`src/rtl/peripheral_gpio_debounce_pkg.sv`:
```
// rtl/peripheral_gpio_debounce_pkg.sv - shared debounce types; SYNC_STAGES set by PERIPHERAL_GPIO_DEBOUNCE_SYNC3_EN
package peripheral_gpio_debounce_pkg;

`ifdef PERIPHERAL_GPIO_DEBOUNCE_SYNC3_EN
    localparam int SYNC_STAGES = 3;
`else
    localparam int SYNC_STAGES = 2;
`endif

    localparam int DEFAULT_CNT_SIZE = 16;

    typedef enum logic {
        STABLE  = 1'b0,
        PENDING = 1'b1
    } dbnc_state_t;

endpackage

```
`src/rtl/peripheral_gpio_debounce_bit.sv`:
```
// rtl/peripheral_gpio_debounce_bit.sv - one-bit synchroniser, stability counter and edge pulses
module peripheral_gpio_debounce_bit
    import peripheral_gpio_debounce_pkg::*;
#(
    parameter int CNT_SIZE = DEFAULT_CNT_SIZE
) (
    input  logic                PCLK,
    input  logic                PRESET,
    input  logic                i_pad,
    input  logic [CNT_SIZE-1:0] i_threshold,
    output logic                o_level,
    output logic                o_rise,
    output logic                o_fall,
    output logic                o_pulse_nxt
);

    logic [SYNC_STAGES-1:0] r_sync;
    logic                   r_level;
    logic                   r_rise;
    logic                   r_fall;
    logic [CNT_SIZE-1:0]    r_cnt;

    dbnc_state_t            w_state;
    logic                   w_sync;
    logic                   w_level_nxt;
    logic                   w_rise_nxt;
    logic                   w_fall_nxt;
    logic [CNT_SIZE-1:0]    w_cnt_nxt;

    assign w_sync = r_sync[SYNC_STAGES-1];

    always_ff @(posedge PCLK or posedge PRESET) begin
        if (PRESET) begin
            r_sync  <= '0;
            r_level <= 1'b0;
            r_cnt   <= '0;
            r_rise  <= 1'b0;
            r_fall  <= 1'b0;
        end else begin
            r_sync  <= {r_sync[SYNC_STAGES-2:0], i_pad};
            r_level <= w_level_nxt;
            r_cnt   <= w_cnt_nxt;
            r_rise  <= w_rise_nxt;
            r_fall  <= w_fall_nxt;
        end
    end

    // The state is implied by the synchronised pad disagreeing with the output level.
    always_comb begin
        w_state     = (w_sync != r_level) ? PENDING : STABLE;
        w_level_nxt = r_level;
        w_cnt_nxt   = '0;
        w_rise_nxt  = 1'b0;
        w_fall_nxt  = 1'b0;
        case (w_state)
            STABLE: w_cnt_nxt = '0;
            PENDING: begin
                if (r_cnt >= i_threshold) begin
                    w_level_nxt = w_sync;
                    w_rise_nxt  = w_sync;
                    w_fall_nxt  = ~w_sync;
                end else begin
                    w_cnt_nxt = r_cnt + CNT_SIZE'(1);
                end
            end
            default: w_cnt_nxt = '0;
        endcase
    end

    assign o_level     = r_level;
    assign o_rise      = r_rise;
    assign o_fall      = r_fall;
    assign o_pulse_nxt = w_rise_nxt | w_fall_nxt;

endmodule

```
`src/rtl/peripheral_gpio_debounce.sv`:
```
// rtl/peripheral_gpio_debounce.sv - per-bit GPIO input debouncer; PERIPHERAL_GPIO_DEBOUNCE_SYNC3_EN selects 3-stage sync
module peripheral_gpio_debounce
    import peripheral_gpio_debounce_pkg::*;
#(
    parameter int PDATA_SIZE = 8,
    parameter int CNT_SIZE   = DEFAULT_CNT_SIZE
) (
    input  logic                  PCLK,
    input  logic                  PRESET,
    input  logic [PDATA_SIZE-1:0] pad_i,
    input  logic [CNT_SIZE-1:0]   threshold_i,
    output logic [PDATA_SIZE-1:0] gpio_o,
    output logic [PDATA_SIZE-1:0] rise_o,
    output logic [PDATA_SIZE-1:0] fall_o,
    output logic                  change_o
);

    logic [PDATA_SIZE-1:0] w_pulse_nxt;
    logic                  r_change;

    for (genvar g = 0; g < PDATA_SIZE; g++) begin : g_bit
        peripheral_gpio_debounce_bit #(
            .CNT_SIZE(CNT_SIZE)
        ) u_bit (
            .PCLK       (PCLK),
            .PRESET     (PRESET),
            .i_pad      (pad_i[g]),
            .i_threshold(threshold_i),
            .o_level    (gpio_o[g]),
            .o_rise     (rise_o[g]),
            .o_fall     (fall_o[g]),
            .o_pulse_nxt(w_pulse_nxt[g])
        );
    end

    // Built from the pulses' next values so change_o lines up with rise_o/fall_o.
    always_ff @(posedge PCLK or posedge PRESET) begin
        if (PRESET) begin
            r_change <= 1'b0;
        end else begin
            r_change <= |w_pulse_nxt;
        end
    end

    assign change_o = r_change;

endmodule

```
`config.mk`:
```
export PLATFORM = sky130hd
export DESIGN_NAME = peripheral_gpio_debounce
export DESIGN_NICKNAME = d
export VERILOG_FILES = /design/src/rtl/peripheral_gpio_debounce_pkg.sv /design/src/rtl/peripheral_gpio_debounce_bit.sv /design/src/rtl/peripheral_gpio_debounce.sv
export SDC_FILE = /design/constraint.sdc
export NUM_CORES = 1
export LEC_CHECK = 0
export CORE_ASPECT_RATIO = 1.4
export CORE_MARGIN = 2
export CORE_UTILIZATION = 55
export CTS_CLUSTER_SIZE = 16
export DETAILED_ROUTE_END_ITERATION = 16
export PLACE_DENSITY = 0.84
export SLEW_MARGIN = 5
export SYNTH_ARGS = -nofsm -noshare
export SYNTH_HDL_FRONTEND = slang
export SYNTH_SLANG_ARGS = --single-unit
```
`constraint.sdc`:
```
create_clock -name PCLK -period 5.2 [get_ports PCLK]
set_input_delay 0.52 -clock PCLK [delete_from_list [all_inputs] [get_ports PCLK]]
set_output_delay 0.52 -clock PCLK [all_outputs]
set_load 0.005 [all_outputs]
```
==> impl_metrics.env <==
export IMPL_drt_iter0_drc=722
export IMPL_dp_cells=1266
export IMPL_ys_ff_latch=169
export IMPL_leakage_uw=0.005377
export IMPL_clockBufferDepth=2
export IMPL_tightest_slew_ns=1.048
export IMPL_post_cts_buffers=0
export IMPL_drt_wl_total_mm=22.48
export IMPL_power_frac_comb=0.078
export IMPL_synthTopCellsByArea="dfrtp_1, ha_1, xor2_1, nor2_1, xnor2_1"
export IMPL_place_congestion=0.8700
export IMPL_firstDrtPassIters=5
export IMPL_synth_main_ff_cell="dfrtp_1"
export IMPL_max_freq_mhz=320.3
export IMPL_antenna_cells=0
export IMPL_grt_max_degree=167
export IMPL_fin_skew_ns=0.005888
export IMPL_ys_top_cells_by_count="dfrtp_1, nor2_1, ha_1"
export IMPL_drive_gt1_frac=0.04929
export IMPL_irDropWorstVdd_mv=0.2341
export IMPL_async_flop_share=1.000
export IMPL_slowest_stage="clkdlybuf4s50_1"
export IMPL_p_int_uw=2139
export IMPL_synth_cells=1010
export IMPL_synth_edf_count=0
export IMPL_core_area_um2=18070
export IMPL_fillerInstances=1383
export IMPL_path_cells="clkdlybuf4s50_1 > ha_1 > nand2b_1 > a211oi_1 > o21ai_0 > a21oi_1 > nand2_1 > nor2_1"
export IMPL_relSlewSlack=0.3010
export IMPL_hold_path_class="input port to asynchronous set/reset pin"
export IMPL_die_x_um=119.0
export IMPL_avgViaCountPerCell=5.827
export IMPL_vias=7546
export IMPL_synth_seq_area_share=0.4151
export IMPL_ant_nets=0
export IMPL_crit_type="input port to register"
export IMPL_fin_nets=1207
export IMPL_finalMaxSlewViolations=0
export IMPL_cts_buffers=17
export IMPL_worstPathRequired_ns=5.55
export IMPL_cap_violations=0
export IMPL_cts_sinks=169
export IMPL_antenna_found_initial=0
export IMPL_die_area_um2=19640
export IMPL_cts_resized=0
export IMPL_pwr_share_seq=0.484
export IMPL_yosysTopAreaCellShare=0.4151
export IMPL_ioPinCount=51
export IMPL_p_clk_frac=0.437
export IMPL_synth_most_common_cell="dfrtp_1"
export IMPL_worstSetupEndpointType="register"
export IMPL_status="complete, no violations"
export IMPL_cts_htree_levels=4
export IMPL_setup_violations=0
export IMPL_crit_path_max_fanout=15
export IMPL_portBuffers=50
export IMPL_p_per_area_nw_per_um2=248.8
export IMPL_wl_per_cell_um=17.36
export IMPL_hold_viol=0
export IMPL_grt_usage=0.2412
export IMPL_finalNonFillerCells=1295
export IMPL_clk_latency_ns=0.44
export IMPL_setup_tns_ns=0
export IMPL_cts_tree="done"
export IMPL_holdBufCountCts=0
export IMPL_clk_pin_slew_ns=0.06
export IMPL_finalCritPeriodShare=0.6004
export IMPL_clock_root_buffer="clkbuf_16"
export IMPL_grt_overflow=0
export IMPL_rows=58
export IMPL_chipHeight_um=165.0
export IMPL_dp_hpwl_mm=15.16
export IMPL_max_stage_delay_ns=0.91
export IMPL_switching_share=0.2392
export IMPL_postLayoutCoreUtil=0.6254
export IMPL_synth_avg_cell_area_um2=10.09
export IMPL_crit_path_start_kind="input port"
export IMPL_finalCriticalPeriod_ns=3.122
export IMPL_synth_area_leader_cell="dfrtp_1"
export IMPL_synth_area_um2=10190
export IMPL_area_growth_pct=10.93
export IMPL_yosysUniqueCellTypes=43
export IMPL_synth_nets=1172
export IMPL_initial_core_util=0.5638
export IMPL_ys_warn_count=0
export IMPL_drc_errors=0
export IMPL_switching_power_uw=672.4
export IMPL_grt_pass1_wl_mm=37.27
export IMPL_grt_pass1_vias=7643
export IMPL_worstPathArrival_ns=3.47
export IMPL_rsz0062_at_grt="no"
-- sequential cells by signal, indices dropped and copies added, names as in the netlist --
signal               flops
g_bit.u_bit.o_rise       8
g_bit.u_bit.o_level      8
g_bit.u_bit.o_fall       8
g_bit.u_bit.r_sync      16
g_bit.u_bit.r_cnt      128
change_o                 1
-- worst max-delay path: cells and delay by family --
family / cells / cell delay (ns)
AOI/OAI and AO/OA: 3 / 0.83
adders and majority gates: 1 / 0.34
buffers and inverters: 1 / 0.91
and+or+nand+nor: 3 / 0.87
-- worst paths after layout --
check                                                    from                                 end  slack [ns]  cells past startpoint
setup / recovery                               threshold_i[0]   g_bit[0].u_bit.r_cnt[3]$_DFF_PP0_        2.08                      8
hold / removal                                         PRESET     g_bit[7].u_bit.o_rise$_DFF_PP0_        0.32                      2
setup reg to reg           g_bit[7].u_bit.r_cnt[11]$_DFF_PP0_   g_bit[7].u_bit.r_cnt[6]$_DFF_PP0_        2.54                      7
hold reg to reg            g_bit[6].u_bit.r_sync[0]$_DFF_PP0_  g_bit[6].u_bit.r_sync[1]$_DFF_PP0_        0.35                      0
max in group asynchronous                              PRESET   g_bit[1].u_bit.r_cnt[9]$_DFF_PP0_        3.78                      3
min in group PCLK          g_bit[6].u_bit.r_sync[0]$_DFF_PP0_  g_bit[6].u_bit.r_sync[1]$_DFF_PP0_        0.35                      0
-- layout make-up --
class / count / area (um2) / share of cell area
flip-flops and latches: 169 / 4229 / 0.3742
multi-input cells: 767 / 5540 / 0.4903
clock buffers: 21 / 460.4 / 0.04074
inverters: 39 / 151.4 / 0.01340
repair buffers: 51 / 520.5 / 0.04606
clock inverters: 8 / 98.84 / 0.008747
well taps: 240 / 300.3 / 0.02657
-- logic make-up after synthesis --
logic type               Yosys count  synth area share
buffers and inverters             74           0.04102
XOR/XNOR                         120            0.1032
AO/OA/AOI/OAI                    111           0.07025
multiplexers                       8          0.008843
AND/OR/NAND/NOR                  392            0.1945
adder cells (fa/ha/maj)          136            0.1670
flip-flops                       169            0.4151
-- through the flow --
| stage | setup WS [ns] | hold WS (ns) | instance area (um2) | total power [uW] |
|---|---|---|---|---|
| CTS | 2.147 | 0.3125 | 11300 | 2826 |
| global route | 1.901 | 0.3167 | 11300 | 2910 |
| global placement | 1.818 | 0.3327 | 10740 | 1591 |
| floorplan | 0.1049 | 0.3312 | 10190 | 1527 |
| detailed placement | 1.723 | 0.3356 | 10740 | 1604 |
| finish | 2.078 | 0.3224 | 11300 | 2811 |
-- placed cells by master (no fill, tap or decap), types with 5 or more instances in the layout --
cell,Yosys,layout
dfrtp_1,169,169
nor2_1,142,142
ha_1,136,136
xor2_1,74,74
nand2_1,58,58
clkdlybuf4s50_1,0,50
nand4_1,47,47
nand3_1,47,47
xnor2_1,46,46
a21oi_1,44,44
inv_1,39,38
and3_1,23,23
o21ai_0,19,19
clkbuf_16,0,17
and4_1,13,13
nand2b_1,11,11
nor3_1,11,11
nor3b_1,10,10
a211o_1,9,9
nor2_4,8,8
a211oi_1,8,8
mux2_2,8,8
nor2b_1,7,7
o211ai_1,7,7
and3b_1,6,6
o21a_1,5,5
-- per-layer routing --
layer  GRT usage  vias to the layer above  part of all wire
met5           0                        -                 0
met4      0.1098                        0             0.034
met3     0.04558                       57             0.042
met2      0.4347                      183              0.51
met1      0.2773                     3704              0.41
li1            -                     3602                 -
-- power groups by stage --
stage	sequential, uW	clock, uW	combinational (uW)
after floorplan	1380	0	148
after global placement	1380	0	207
after detailed placement	1380	0	219
after CTS	1360	1240	222
after global routing	1360	1290	251
final	1360	1230	221
Note: power is estimated with default switching activity, not from simulation.
